**config.mk**
```make
export PLATFORM = sky130hd
export DESIGN_NAME = alu_decoder
export DESIGN_NICKNAME = d
export VERILOG_FILES = /design/src/rtl/alu_pkg.sv /design/src/rtl/sat_counter.sv /design/src/rtl/alu_decoder.sv
export SDC_FILE = /design/constraint.sdc
export NUM_CORES = 1
export LEC_CHECK = 0
export BUFFER_PORTS_ARGS = -buffer_cell sky130_fd_sc_hd__clkbuf_2
export CAP_MARGIN = 20
export CORE_MARGIN = 5
export CORE_UTILIZATION = 50
export DETAILED_ROUTE_END_ITERATION = 12
export GPL_TIMING_DRIVEN = 0
export PLACE_DENSITY = 0.86
export SLEW_MARGIN = 20
export SYNTH_ARGS = -nofsm -noshare
export SYNTH_HDL_FRONTEND = slang
export SYNTH_HIERARCHICAL = 1
export SYNTH_SLANG_ARGS = --single-unit
```
**constraint.sdc**
```tcl
create_clock -name clk -period 1.8 [get_ports clk]
set_clock_uncertainty 0.2 [all_clocks]
set_input_delay 0.27 -clock clk [delete_from_list [all_inputs] [get_ports clk]]
set_output_delay 0.27 -clock clk [all_outputs]
set_load 0.05 [all_outputs]
```
**src/rtl/alu_pkg.sv**
```systemverilog
// Shared ALU control codes and ALUOp class constants for the decoder and the ALU.
package alu_pkg;

    typedef enum logic [2:0] {
        ALU_ADD = 3'b000,
        ALU_SUB = 3'b001,
        ALU_MUL = 3'b010,
        ALU_DIV = 3'b011,
        ALU_NOP = 3'b111
    } alu_ctrl_e;

    localparam logic [1:0] ALUOP_ARITH = 2'b00;

    // Arithmetic op select maps straight onto the low code bits; everything else is NOP.
    function automatic logic [2:0] alu_decode(input logic [1:0] aluop, input logic [1:0] op);
        return (aluop == ALUOP_ARITH) ? {1'b0, op} : ALU_NOP;
    endfunction

endpackage

```
**src/rtl/sat_counter.sv**
```systemverilog
// Saturating up-counter with synchronous reset and clear; holds at all-ones.
module sat_counter #(
    parameter int CNT_W = 16
) (
    input  logic             clk,
    input  logic             reset,
    input  logic             clear,
    input  logic             inc,
    output logic [CNT_W-1:0] count
);

    always_ff @(posedge clk) begin
        if (reset) begin
            count <= '0;
        end else if (clear) begin
            count <= '0;
        end else if (inc && (count != {CNT_W{1'b1}})) begin
            count <= count + 1'b1;
        end
    end

endmodule

```
**src/rtl/alu_decoder.sv**
```systemverilog
// ALU control decoder: combinational ALUControl plus a registered copy and decode statistics.
module alu_decoder
    import alu_pkg::*;
#(
    parameter int CNT_W = 16
) (
    input  logic             clk,
    input  logic             reset,
    input  logic [1:0]       ALUOp,
    input  logic [1:0]       op,
    input  logic             en,
    input  logic             clear,
    output logic [2:0]       ALUControl,
    output logic             is_arith,
    output logic [2:0]       ALUControl_r,
    output logic [CNT_W-1:0] arith_cnt,
    output logic [CNT_W-1:0] nop_cnt
);

    // Equality and ternary keep X/Z on the inputs visible on the outputs.
    assign is_arith   = (ALUOp == ALUOP_ARITH);
    assign ALUControl = alu_decode(ALUOp, op);

    always_ff @(posedge clk) begin
        if (reset) begin
            ALUControl_r <= ALU_NOP;
        end else if (clear) begin
            ALUControl_r <= ALU_NOP;
        end else if (en) begin
            ALUControl_r <= ALUControl;
        end
    end

    sat_counter #(.CNT_W(CNT_W)) u_arith_cnt (
        .clk   (clk),
        .reset (reset),
        .clear (clear),
        .inc   (en & is_arith),
        .count (arith_cnt)
    );

    sat_counter #(.CNT_W(CNT_W)) u_nop_cnt (
        .clk   (clk),
        .reset (reset),
        .clear (clear),
        .inc   (en & ~is_arith),
        .count (nop_cnt)
    );

endmodule

```
==> run_results.csv <==
group,metric,value,unit
routing,viasPerCell,5.78,
final_layout,fin_cells,324,
floorplan,ios,47,
grt,grt_pass1_wl,7.73,mm
clock_tree,holdBufCountCts,0,
final_layout,area_delta_synth_final,23.9,%
pwr,p_per_area,613,nW/um^2
placement,dpl_worst_slack,-0.260,ns
clock_tree,cts_buffers,5,
yosys,synthArstFlopShare,0,%
timing,setup-tns-final,0,ns
pwr,ir_drop,0.447,mV
pwr,clkPwrFrac,41.4,%
grt,grt_overflow,0,
floorplan,core,3740,sq um
routing,post-route-drc-count,0,
final_layout,utilization,65.6,%
pwr,swShare,23.2,%
critical_path,crit_path_start_kind,"flip-flop",
placement,io_buffers,46,
routing,antenna_left,0,
clock_tree,cts_tree,"built",
grt,grt_pass1_vias,1695,
final_layout,diodes,0,
clock_tree,clkSlewWorstSetupHoldPaths,0.07,ns
pwr,leakage,0.000963,uW
placement,dp_cells,316,
yosys,synth_edf_count,0,
job,max_cap_viol_count,0,
floorplan,rows,22,
floorplan,initial_core_util,53.0,%
timing,slew_viol_final,0,
critical_path,crit_chain,"ha_1 -> and4_4 -> and3_1 -> buf_4 -> a31oi_1 -> a311oi_1",
final_layout,multiInputGateArea,1250,sq um
timing,min_period,1.72,ns
final_layout,fillers,332,
pwr,power.switching,350,uW
final_layout,nNetsFinal,285,
final_layout,seq_area,722,sq um
critical_path,critPathCaptureType,"flip-flop",
timing,hold_viol_final,0,
grt,grt_util_all_layers,18.1,%
yosys,ys_seq_area_share,35.3,%
routing,firstDrtPassIters,4,
timing,fin_hold_ws,0.0631,ns
yosys,synthFlopType,"dfxtp_1",
timing,setup_viol,0,
hold_path,hold_path.class,"input pin to flip-flop",
floorplan,dieArea,5330,sq um
clock_tree,insertion_delay,0.29,ns
critical_path,critPathSlowestCell,"dfxtp_2",
placement,gp_congestion,0.769,
grt,grt_max_degree,16,
critical_path,worstPathArrival,1.72,ns
yosys,ys_seq_elements,35,
final_layout,drive_above_1_share,38.8,%
timing,grt_setup_unrepaired,"no",
routing,wl_per_cell,14.5,um
floorplan,chipHeight,73.0,um
critical_path,crit_fanout,6,
timing,worst_pin_slew,0.474,ns
clock_tree,clockBufferDepth,2,
critical_path,critical_path_class,"flip-flop to flip-flop",
critical_path,reg2reg_slack,0.08,ns
grt,antenna_found_initial,0,
yosys,syn_area,1980,sq um
pwr,p_seq_share,51.7,%
yosys,syn_nets,232,
pwr,power.share.combinational,6.9,%
routing,drt_iter0_drc,60,
clock_tree,cts-root-buf,"clkbuf_8",
critical_path,critPathRequiredTime,1.80,ns
yosys,syn_area_per_cell,8.93,sq um
yosys,yosysWarnings,6,
pwr,p_int,1160,uW
final_layout,final_cell_mix,"clkbuf_2, nand2_1, dfxtp_1, mux2i_1",
yosys,netlist_instances,222,
timing,worst_slack,0.0771,ns
timing,slew_headroom,68.1,%
status,outcome,"completed",
critical_path,cpPeakStageDelay,0.37,ns
timing,fmax,0.580,GHz
floorplan,die_w,73.0,um
final_layout,final_common_cell,"clkbuf_2",
routing,vias,1872,
clock_tree,htreeDepth,2,
routing,routed_wirelength,4.69,mm
clock_tree,cts_sinks,35,
yosys,ys_types,39,
placement,dp_hpwl,3.30,mm
timing,post-route-period-util,95.7,%
## cell usage after synthesis, types with 6 or more instances
master / number / area share (%)
nand3_1: 10 / 2.5
or3_2: 6 / 2.3
o21ai_1: 6 / 1.5
dfxtp_1: 35 / 35
mux2i_1: 12 / 6.1
a211oi_1: 6 / 2.3
nor2_1: 8 / 1.5
or3_1: 10 / 3.2
a31oi_1: 8 / 2.5
a21oi_1: 12 / 3.0
nand2_1: 26 / 4.9
o21ai_0: 9 / 2.3
and3_1: 6 / 1.9
nand4_1: 6 / 1.9
## stage by stage
stage	instance area [sq um]	power (uW)
finish	2460	1510
global route	2460	1570
CTS	2400	1520
detailed placement	2300	896
global placement	2300	895
floorplan	2010	860
## flip-flops by register name (all words and copies together), names as in the netlist
register,cells
u_nop_cnt/count,16
ALUControl_r,3
u_arith_cnt/count,16
## what timing repair did
item | CTS | global route
gates resized for setup | 0 | 11
setup buffers | 0 | 0
setup endpoints to repair | 0 | 11
## power groups by stage
stage	sequential (uW)	combinational, uW	clock (uW)
floorplan	805	54.8	0
global placement	795	99.8	0
detailed placement	795	101	0
CTS	778	101	639
global route	778	113	679
finish	778	104	624
## kinds of logic after synthesis
family,share of synthesized area (%)
AO/OA/AOI/OAI,19.8
adder cells (fa/ha/maj),1.26
buffers and inverters,4.86
flip-flops,35.3
multiplexers,6.06
AND/OR/NAND/NOR,32.7
## path summary, 6_finish.rpt
| check | startpoint | to | depth (start not counted) |
|---|---|---|---|
| max reg2reg | u_nop_cnt/count[0] | u_nop_cnt/count[12] | 6 |
| max | u_nop_cnt/count[0] | u_nop_cnt/count[12] | 6 |
| min reg2reg | u_arith_cnt/count[2] | u_arith_cnt/count[2] | 1 |
| min | op[1] | ALUControl_r[1] | 3 |
## routing by layer
metal	GRT usage, %	share of wire, %	up-vias
met5	0	0	-
met4	6.56	1.4	0
met3	5.51	5.1	7
met2	28.5	47	43
met1	23.2	47	866
li1	-	-	956
## critical path, delay by kind of cell (launching register included)
family	cells	cell delay [ns]
adders and majority gates	1	0.20
and+or+nand+nor	2	0.42
DFF	1	0.37
buffers and inverters	1	0.14
AOI/OAI and AO/OA	2	0.31
## final cells by class
cell class	count	share of cell area (%)
Multi-Input combinational cell	174	50.8
Sequential cell	35	29.4
Timing Repair Buffer	46	9.37
Clock buffer	8	4.07
Buffer	10	3.46
Tap cell	48	2.44
Inverter	3	0.458
Power figures use the tool's default switching activity.
